===== src/rtl/shift16_pkg.sv =====
// Shared definitions for the 16-bit left-shift serial link receiver:
// receiver state encoding, bit-order selectors and the default word width.
package shift16_pkg;

  typedef enum logic {
    IDLE  = 1'b0,
    SHIFT = 1'b1
  } state_t;

  localparam string DIR_LEFT  = "LEFT";
  localparam string DIR_RIGHT = "RIGHT";

  localparam int unsigned DEFAULT_WIDTH = 16;

endpackage


===== src/rtl/shift16_rx_core.sv =====
// Receive datapath: shift register plus bit counter for one frame.
// Ports:
//   clk       rising-edge clock
//   sclr      synchronous active-high clear
//   enable    bit strobe; shift_in/start are sampled only when high
//   shift_in  serial data bit
//   start     frame marker, accompanies the first bit of a word
//   done      combinational: the current edge samples the last bit of a word
//   abort     combinational: the current edge samples a Start mid-frame
//   word      combinational: the completed word (valid while done=1)
//   busy      registered: a frame is in progress
module shift16_rx_core
  import shift16_pkg::*;
#(
  parameter int unsigned lpm_width     = DEFAULT_WIDTH,
  parameter string       lpm_direction = DIR_LEFT
) (
  input  logic                 clk,
  input  logic                 sclr,
  input  logic                 enable,
  input  logic                 shift_in,
  input  logic                 start,
  output logic                 done,
  output logic                 abort,
  output logic [lpm_width-1:0] word,
  output logic                 busy
);

  localparam int unsigned CNT_W    = $clog2(lpm_width);
  localparam bit          IS_RIGHT = (lpm_direction == DIR_RIGHT);
  localparam logic [CNT_W-1:0] LAST_CNT = CNT_W'(lpm_width - 1);

  state_t               state;
  logic [CNT_W-1:0]     cnt;
  logic [lpm_width-1:0] sr;
  logic [lpm_width-1:0] shifted;
  logic [lpm_width-1:0] first_bit;

  always_comb begin
    shifted   = IS_RIGHT ? {shift_in, sr[lpm_width-1:1]} : {sr[lpm_width-2:0], shift_in};
    first_bit = IS_RIGHT ? {shift_in, {(lpm_width-1){1'b0}}}
                         : {{(lpm_width-1){1'b0}}, shift_in};
  end

  // Completion is decoded from the current count so the top level can
  // capture the word on the same edge that samples the last bit.
  assign done  = (state == SHIFT) && enable && !start && (cnt == LAST_CNT);
  assign abort = (state == SHIFT) && enable && start;
  assign word  = shifted;
  assign busy  = (state == SHIFT);

  always_ff @(posedge clk) begin
    if (sclr) begin
      state <= IDLE;
      cnt   <= '0;
      sr    <= '0;
    end else if (enable) begin
      case (state)
        IDLE: begin
          if (start) begin
            sr    <= first_bit;
            cnt   <= CNT_W'(1);
            state <= SHIFT;
          end
        end
        SHIFT: begin
          if (start) begin
            sr  <= first_bit;
            cnt <= CNT_W'(1);
          end else if (cnt == LAST_CNT) begin
            sr    <= shifted;
            cnt   <= '0;
            state <= IDLE;
          end else begin
            sr  <= shifted;
            cnt <= cnt + CNT_W'(1);
          end
        end
        default: state <= IDLE;
      endcase
    end
  end

endmodule


===== src/rtl/shift_16_left_rx.sv =====
// Serial-to-parallel receiver for the 16-bit left-shift serial link.
// Reassembles Start-framed, Enable-qualified serial bits into a word held
// in an output register with a Valid/Ack handshake.
// Ports:
//   Clock     rising-edge clock
//   Sclr      synchronous active-high reset
//   Enable    bit strobe
//   ShiftIn   serial data bit
//   Start     frame marker on the first bit of a word
//   Ack       consumer has taken Q; clears Valid
//   Q         last completed word
//   Valid     Q holds an unacknowledged word
//   Busy      frame in progress
//   Overrun   sticky: a completed word was dropped while Valid was set
//   FrameErr  one-cycle pulse: Start seen mid-frame
module shift_16_left_rx
  import shift16_pkg::*;
#(
  parameter int unsigned lpm_width     = DEFAULT_WIDTH,
  parameter string       lpm_direction = DIR_LEFT
) (
  input  logic                 Clock,
  input  logic                 Sclr,
  input  logic                 Enable,
  input  logic                 ShiftIn,
  input  logic                 Start,
  input  logic                 Ack,
  output logic [lpm_width-1:0] Q,
  output logic                 Valid,
  output logic                 Busy,
  output logic                 Overrun,
  output logic                 FrameErr
);

  logic                 done;
  logic                 abort;
  logic [lpm_width-1:0] word;

  shift16_rx_core #(
    .lpm_width     (lpm_width),
    .lpm_direction (lpm_direction)
  ) u_core (
    .clk      (Clock),
    .sclr     (Sclr),
    .enable   (Enable),
    .shift_in (ShiftIn),
    .start    (Start),
    .done     (done),
    .abort    (abort),
    .word     (word),
    .busy     (Busy)
  );

  always_ff @(posedge Clock) begin
    if (Sclr) begin
      Q        <= '0;
      Valid    <= 1'b0;
      Overrun  <= 1'b0;
      FrameErr <= 1'b0;
    end else begin
      FrameErr <= abort;
      if (done) begin
        // Ack on the completion edge frees the holding register for the new word.
        if (!Valid || Ack) begin
          Q     <= word;
          Valid <= 1'b1;
        end else begin
          Overrun <= 1'b1;
        end
      end else if (Ack) begin
        Valid <= 1'b0;
      end
    end
  end

endmodule

===== config.mk =====
export PLATFORM = sky130hd
export DESIGN_NAME = shift_16_left_rx
export DESIGN_NICKNAME = d
export VERILOG_FILES = /design/src/rtl/shift16_pkg.sv /design/src/rtl/shift16_rx_core.sv /design/src/rtl/shift_16_left_rx.sv
export SDC_FILE = /design/constraint.sdc
export NUM_CORES = 1
export LEC_CHECK = 0
export CORE_ASPECT_RATIO = 1.5
export CORE_MARGIN = 2
export CORE_UTILIZATION = 25
export CTS_CLUSTER_DIAMETER = 100
export DETAILED_ROUTE_END_ITERATION = 10
export HOLD_SLACK_MARGIN = 0.03
export PLACE_DENSITY = 0.5
export SKIP_CTS_REPAIR_TIMING = 1
export SLEW_MARGIN = 20
export SYNTH_ARGS = -nofsm -noshare
export SYNTH_HDL_FRONTEND = slang
export SYNTH_SLANG_ARGS = --single-unit
export TNS_END_PERCENT = 20

===== constraint.sdc =====
create_clock -name Clock -period 2.15 [get_ports Clock]
set_input_delay 0.43 -clock Clock [delete_from_list [all_inputs] [get_ports Clock]]
set_output_delay 0.43 -clock Clock [all_outputs]
set_load 0.05 [all_outputs]

==> reports/qor.yml <==
cts_max_level: 2
async_flop_share: 0
insertion_delay_ps: 290
tightestPinTransition_ps: 499
path_max_fanout: 7
maxSlewViolCount: 0
synthCells: 158
diodes: 0
synthTopCellsByArea: "dfxtp_1, mux2i_1, a22oi_1"
io_pins: 26
detailed_place_hpwl_um: 1970
postRouteAntennaNets: 0
clock.fmax_mhz: 502
drive_above_1_share: 0.157
dieArea_mm2: 0.00715
synth-simple-area-share: 0.253
hp-class: "reg -> reg"
worstPathRequired_ps: 1720
post-route-min-period_ps: 1990
first_pass_iters: 4
finClkSkew_ps: 9.35
ys_seq_area_frac: 0.482
yosys.area.top_type_share: 0.482
fin_util: 0.333
antenna_found_initial: 0
synthToLayoutAreaGrowth_pct: 27.7
synth_fa_ha_area_frac: 0.00773
leakage_nw: 0.664
layout_commonest_cell: "dfxtp_1"
ctsRootBufferMaster: "clkbuf_8"
clockBufferDepth: 2
grt_pass1_wl_um: 5310
die_height_um: 103
synthesis.nets: 165
cts_tree: "done"
synth_ff_type: "dfxtp_1"
outcome: "finished clean"
pwr-share-seq: 0.520
critical_path_arrival_ps: 1560
ys_types: 31
irDropWorstVdd_mv: 0.361
numCtsBuffers: 5
clock_sinks: 39
rsz0062_at_grt: "false"
p_switching_w: 0.000306
wl_um: 2990
maxCapViolCount: 0
cp_num_buf_inv: 1
num_rows: 35
layout.nets: 191
ys_ff_latch: 39
avgViaCountPerCell: 4.53
num_vias: 1172
critPathCaptureType: "output pin"
crit_chain: "clkdlybuf4s50_1"
synth_compound_area_frac: 0.118
switching_share: 0.218
crit_path_max_incr_delay_ps: 850
p_clk_frac: 0.431
io_buffers: 25
gp_congestion: 0.754
synthMuxAreaShare: 0.0989
final_cell_mix: "dfxtp_1, clkdlybuf4s50_1, nor2_1, mux2i_1"
synth_top_area_cell: "dfxtp_1"
wl_per_cell_um: 11.6
drtIter0Drc: 34
p_int_w: 0.00110
syn_area_mm2: 0.00162
critical_path_class: "reg -> out"
yosys_warnings: 0
synth_xor_area_frac: 0
fillCellCount: 668
clkTransAtPathRegs_ps: 80
worst_path_dominant_cell_family: "buffers and inverters"
fin_setup_tns_ps: 0
slew_headroom: 0.667
finalSetupViolCount: 0
synth_edf_count: 0
coreArea_mm2: 0.00622
finalHoldViolCount: 0
comb_power_share: 0.049
die_width_um: 69.7
synth_top_family_by_area: "simple AND/OR/NAND/NOR gates"
synth_area_per_cell_um2: 10.2
drc_errors: 0
start_util: 0.260
grt.overflow.total: 0
grt_max_degree: 56
finalCritPeriodShare: 0.927
slowest_stage: "clkdlybuf4s50_1"
p_per_area_mw_per_mm2: 680
grt_pass1_vias: 1147
grtUsageTotal: 0.0942
cp-start-kind: "flip-flop"
-- registers in the layout, indices dropped and copies added (netlist names) --
signal	cells
Valid	1
Q	16
Overrun	1
u_core.cnt	4
u_core.sr	15
FrameErr	1
u_core.busy	1
-- layout make-up --
type                            count  area, um2  share of cell area
Clock buffer                        5       68.8              0.0333
Clock inverter                      3       43.8              0.0212
Inverter                            1       3.75             0.00181
Multi-Input combinational cell    108        773               0.374
Sequential cell                    39        781               0.377
Tap cell                           74       92.6              0.0448
Timing Repair Buffer               29        305               0.148
-- metal layers --
layer | up-vias | global-route usage | wire length [um] | part of all wire
met3 | 6 | 0.0254 | 117 | 0.039
met2 | 24 | 0.145 | 1380 | 0.46
met5 | - | 0 | 0 | 0
li1 | 601 | - | - | -
met1 | 541 | 0.115 | 1400 | 0.47
met4 | 0 | 0.0651 | 90 | 0.030
-- final timing paths --
check	start	to	slack, ps	cells past startpoint
hold reg to reg	Q[1]	Q[1]	480	2
setup reg to reg	u_core.cnt[0]	Q[3]	580	5
hold / removal	Q[1]	Q[1]	480	2
setup / recovery	u_core.busy	Busy	160	1
-- cells in the mapped netlist (all sizes together) (2+ instances only) --
cell / instances
clkbuf: 6
a22oi: 15
nand2b: 15
or2b: 17
nand3: 3
buf: 4
nand2: 5
dfxtp: 39
a31oi: 2
mux2i: 16
a21oi: 4
o21ai: 2
nor2: 17
-- cells by family (layout without fill, tap and decap cells) --
family | after synthesis | after routing
simple gates | 64 | 64
buf+inv | 11 | 38
flops | 39 | 39
compound gates | 27 | 27
mux | 16 | 16
fa+ha+maj | 1 | 1
-- metrics by stage --
stage	setup WS, ps	hold slack, ps	instance area [um2]	std cells	total power (W)
after global routing	101	500	2070	259	0.00147
after global placement	266	462	1960	251	0.000818
after floorplan	396	445	1620	158	0.000791
after CTS	147	481	2070	259	0.00143
final	157	476	2070	259	0.00141
after detailed placement	244	464	1960	251	0.000818
-- power by group through the flow --
stage | clock [W] | combinational [W] | sequential, W
after global placement | 0 | 0.0000693 | 0.000749
after CTS | 0.000628 | 0.0000700 | 0.000731
after detailed placement | 0 | 0.0000701 | 0.000748
final | 0.000606 | 0.0000685 | 0.000731
after floorplan | 0 | 0.0000383 | 0.000753
after global routing | 0.000665 | 0.0000750 | 0.000732
(Power assumes the default switching activity.)
